<file path="src/rtl/npc_ctrl.sv">
// Next-PC controller: fetch PC register, branch/jump resolution, taken counter and misaligned-jr halt.
// Optional macro NPC_LIKELY_EN enables annulment of the bgezall delay slot on not-taken.
module npc_ctrl #(
  parameter logic [31:0] RESET_PC = 32'h0000_3000
) (
  input  logic        clk,
  input  logic        reset,
  input  logic        stall,
  input  logic [2:0]  br_op,
  input  logic        equ,
  input  logic [31:0] rd1,
  input  logic [31:0] imm32,
  input  logic [25:0] instr_index,
  input  logic [31:0] id_pc,
  output logic [31:0] pc_f,
  output logic [31:0] link_pc,
  output logic        redirect,
  output logic        flush_d,
  output logic        halt_err,
  output logic [15:0] taken_cnt
);

  typedef enum logic {RUN, HALT} state_t;

  localparam logic [2:0] OP_BEQ     = 3'd1;
  localparam logic [2:0] OP_BLTZ    = 3'd2;
  localparam logic [2:0] OP_BGEZALL = 3'd3;
  localparam logic [2:0] OP_J       = 3'd4;
  localparam logic [2:0] OP_JAL     = 3'd5;
  localparam logic [2:0] OP_JR      = 3'd6;

  state_t      state;
  logic        take;
  logic        misaligned_jr;
  logic        active;
  logic [31:0] target;
  logic [31:0] br_target;
  logic [31:0] j_target;

  assign br_target = id_pc + 32'd4 + (imm32 << 2);
  assign j_target  = {id_pc[31:28], instr_index, 2'b00};

  always_comb begin
    take   = 1'b0;
    target = br_target;
    case (br_op)
      OP_BEQ:     take = equ;
      OP_BLTZ:    take = rd1[31];
      OP_BGEZALL: take = ~rd1[31];
      OP_J, OP_JAL: begin
        take   = 1'b1;
        target = j_target;
      end
      OP_JR: begin
        take   = 1'b1;
        target = rd1;
      end
      default: take = 1'b0;
    endcase
  end

  assign misaligned_jr = (br_op == OP_JR) && (rd1[1:0] != 2'b00);
  assign active        = (state == RUN) && !stall;
  assign redirect      = active && take && !misaligned_jr;
  assign link_pc       = id_pc + 32'd8;

`ifdef NPC_LIKELY_EN
  // Not-taken branch-likely annuls the delay slot already sitting in IF/ID.
  assign flush_d = active && (br_op == OP_BGEZALL) && rd1[31];
`else
  assign flush_d = 1'b0;
`endif

  always_ff @(posedge clk or negedge reset) begin
    if (!reset) begin
      pc_f      <= RESET_PC;
      state     <= RUN;
      halt_err  <= 1'b0;
      taken_cnt <= 16'd0;
    end else if (active) begin
      if (misaligned_jr) begin
        halt_err <= 1'b1;
        state    <= HALT;
      end else if (redirect) begin
        pc_f      <= target;
        taken_cnt <= taken_cnt + 16'd1;
      end else begin
        pc_f <= pc_f + 32'd4;
      end
    end
  end

endmodule

</file>
<file path="config.mk">
export PLATFORM = sky130hd
export DESIGN_NAME = npc_ctrl
export DESIGN_NICKNAME = d
export VERILOG_FILES = /design/src/rtl/npc_ctrl.sv
export SDC_FILE = /design/constraint.sdc
export NUM_CORES = 1
export LEC_CHECK = 0
export ABC_CLOCK_PERIOD_IN_PS = 2600
export CAP_MARGIN = 20
export CORE_UTILIZATION = 29
export CTS_CLUSTER_DIAMETER = 120
export DETAILED_ROUTE_END_ITERATION = 16
export SETUP_SLACK_MARGIN = 0.1
export SKIP_LAST_GASP = 1
export SYNTH_ARGS = -nofsm -noshare
export SYNTH_HDL_FRONTEND = slang
export SYNTH_SLANG_ARGS = --single-unit
export TNS_END_PERCENT = 10
</file>
<file path="constraint.sdc">
create_clock -name clk -period 2.6 [get_ports clk]
set_input_delay 0.39 -clock clk [delete_from_list [all_inputs] [get_ports clk]]
set_output_delay 0.39 -clock clk [all_outputs]
set_load 0.02 [all_outputs]
</file>
==> impl_metrics.ini <==
[run_status]
status = finished clean

[grt]
grt_pass1_wl_mm = 34.4
grt_pass1_vias = 6792
grt_usage = 0.214
grt_max_degree = 31
antenna_found_initial = 3
overflow = 0

[yosys]
yosys.cell_types.count = 66
synthAdderAreaFrac = 0.136
synth_nets = 918
ys.flop_type = dfrtp_1
synth-xor-area-share = 0.102
synth_edf_count = 0
synth_top_family_by_area = compound AO/OA/AOI/OAI gates
yosysWarnings = 0
synthArstFlopShare = 1.00
avgSynthCellArea_sq_um = 7.77
synthesis.area_sq_um = 5660
synth-seq-cells = 49
ys_seq_area_frac = 0.217
postSynthCellCount = 728
synth_compound_area_frac = 0.279
synth_mux_area_frac = 0
yosys.area_share.simple = 0.216

[finish]
drive_gt1_frac = 0.298
final_cell_area_sq_um = 10100
regArea_sq_um = 1230
multi_input_area_sq_um = 4990
fin_cells = 1340
area_growth_pct = 79.0
finalNetCount = 1268
nFillCells = 1802

[floorplan]
start_util = 0.300
coreArea_sq_um = 18900
die_x_um = 142
rows = 50
chipHeight_um = 142
io-pin-count = 212
die_area_sq_um = 20100

[timing]
fin_crit_sh = 0.977
post-route-min-period_ps = 2540
worst_slew_pin_slew_ps = 726
whs_ps = 153
grt_setup_unrepaired = yes
setup_violations = 0
hold_viol = 0
fmax_ghz = 0.394
max_slew_margin = 0.516
skew_ps = 7.72
fin_ws_ps = 59.7
maxSlewViolCount = 0

[setup_path]
path_cells = clkdlybuf4s15_1, buf_6, ha_4, ha_4, or2_4, nor2b_1, buf_4, a211oi_2, a211o_1, nand2b_1, a311oi_1, or3_1, a21oi_1
reg2regPathDepth = 9
cp-startpoint = id_pc[7]
r2r_end = pc_f[26]$_DFFE_PN0P_
end_kind = flop
cp.required_ps = 2770
rr_startpoint = pc_f[2]$_DFFE_PN0P_
critPathMaxFanout = 3
cpLargestDelayFamily = compound AO/OA/AOI/OAI gates
max_stage_delay_ps = 260
crit_path_frequent_cell = ha_4
crit_buf_inv = 3
critPathKind = in2reg
arrival_ps = 2710
reg2reg_slack_ps = 390
path_depth = 13
cp-start-kind = input port
worst_path_max_delay_cell = ha_4
crit_end = pc_f[22]$_DFFE_PN0P_

[clocking]
clock_sinks = 49
cts_tree = yes
cts_htree_levels = 2
cts_max_path_buffers = 2
root_buffer = clkbuf_16
postCtsHoldBufs = 0
clk_pin_slew_ps = 70
cts-buffers-inserted = 5
clock_latency_ps = 290

[placement]
dp_hpwl_mm = 17.4
post_dp_cell_area_sq_um = 9250
gp_routability_congestion = 0.868
pre_cts_ws_ps = -893
port-buffer-count = 208
place_inst = 1316

[power]
p_per_area_nw_per_um2 = 340
sequentialPowerShare = 0.255
internal_power_uw = 2180
pwr-share-comb = 0.556
switching_power_uw = 1260
finalPower_uw = 3440
clkPwrFrac = 0.190
vdd_drop_max_uv = 270
swShare = 0.367
power.leakage_uw = 0.00423

[detailed_routing]
drt-total-wl_mm = 21.6
ant_nets = 0
first_pass_iters = 5
drtIter0Drc = 375
viasPerCell = 5.09
drc = 0
vias = 6826
wire_per_inst_um = 16.2

[worst_hold_path]
hold_path_class = in2async

[flow_run]
cap_violations = 0
metal layers:
metal,part of all wire,up-vias,track usage
li1,-,3428,-
met1,0.46,3150,0.287
met2,0.47,230,0.367
met3,0.059,16,0.0334
met4,0.0088,2,0.0340
met5,0.00060,-,0
worst reg2reg max path: cells and delay by family (launching register included):
family / cells / cell delay (ps)
simple gates: 4 / 870
fa+ha+maj: 1 / 240
compound gates: 3 / 370
flops: 1 / 460
buf+inv: 1 / 210
power groups by stage:
stage / Clock (uW) / Combinational, uW / Sequential (uW)
after floorplan: 0 / 784 / 933
after global placement: 0 / 1680 / 889
after detailed placement: 0 / 1690 / 889
after CTS: 668 / 1860 / 876
after global routing: 686 / 2080 / 885
final: 652 / 1910 / 876
cells in the mapped netlist (all sizes together), types with 9 or more instances:
cell	number	share of area
a21o	16	0.021
o22ai	12	0.013
clkbuf	30	0.020
a31oi	10	0.011
a21oi	73	0.065
buf	10	0.014
xnor2	45	0.070
dfrtp	47	0.21
nand2	65	0.044
o21bai	10	0.013
a221oi	16	0.025
nand2b	9	0.0099
nand3	30	0.027
xor2	21	0.033
inv	18	0.012
nand4	26	0.030
nor2	63	0.046
nor3	11	0.0097
ha	60	0.13
o21ai	53	0.047
and3	10	0.011
layout make-up:
class / count / share of cell area
Clock buffer: 5 / 0.0124
Multi-Input combinational cell: 618 / 0.492
Sequential cell: 49 / 0.121
Timing Repair Buffer: 383 / 0.332
Clock inverter: 3 / 0.00173
Antenna cell: 1 / 0.000247
Tap cell: 260 / 0.0321
Inverter: 21 / 0.00791
stage by stage:
stage,setup TNS (ps),utilization
4_1_cts,0,0.528
2_1_floorplan,0,-
3_3_place_gp,-28930,0.490
3_5_place_dp,-29810,0.490
6_report,0,0.536
5_1_grt,-151,0.536
registers in the layout (all words and copies together) (netlist names):
name / flops
state: 1
pc_f: 32
taken_cnt: 16
worst min path at each step:
stage                               from                        end  slack (ps)
2_1_floorplan                      reset        pc_f[0]$_DFFE_PN0P_          90
3_5_place_dp   taken_cnt[15]$_DFFE_PN0P_  taken_cnt[15]$_DFFE_PN0P_         460
5_1_grt                            reset        pc_f[1]$_DFFE_PN0P_         200
3_3_place_gp   taken_cnt[15]$_DFFE_PN0P_  taken_cnt[15]$_DFFE_PN0P_         460
6_report                           reset  taken_cnt[11]$_DFFE_PN0P_         150
4_1_cts                            reset  taken_cnt[11]$_DFFE_PN0P_         170
cells by family (layout without fill, tap and decap cells):
logic type,count (synthesis),in the layout
AO/OA/AOI/OAI,246,246
XOR/XNOR,66,66
adder cells (fa/ha/maj),61,61
buffers and inverters,61,412
flip-flops,49,49
other,1,2
AND/OR/NAND/NOR,244,244
cells in the final DEF (no fill, tap or decap), drive strengths merged, types with 11 or more instances in the layout:
master and n:
a21o 16, a21oi 73, a221oi 16, buf 191, clkdlybuf4s50 147, dfrtp 47, dlygate4sd2 29, ha 60
inv 18, nand2 65, nand3 30, nand4 26, nor2 63, nor3 11, o21ai 53, o22ai 12
xnor2 45, xor2 21
repair_timing:
item	in CTS	in global routing
setup buffers	12	3
resized for setup	219	31
hold endpoints to repair	0	0
endpoints found under the setup margin	62	43
pin swaps	61	16
No activity file was read; power rests on OpenSTA's default activity.
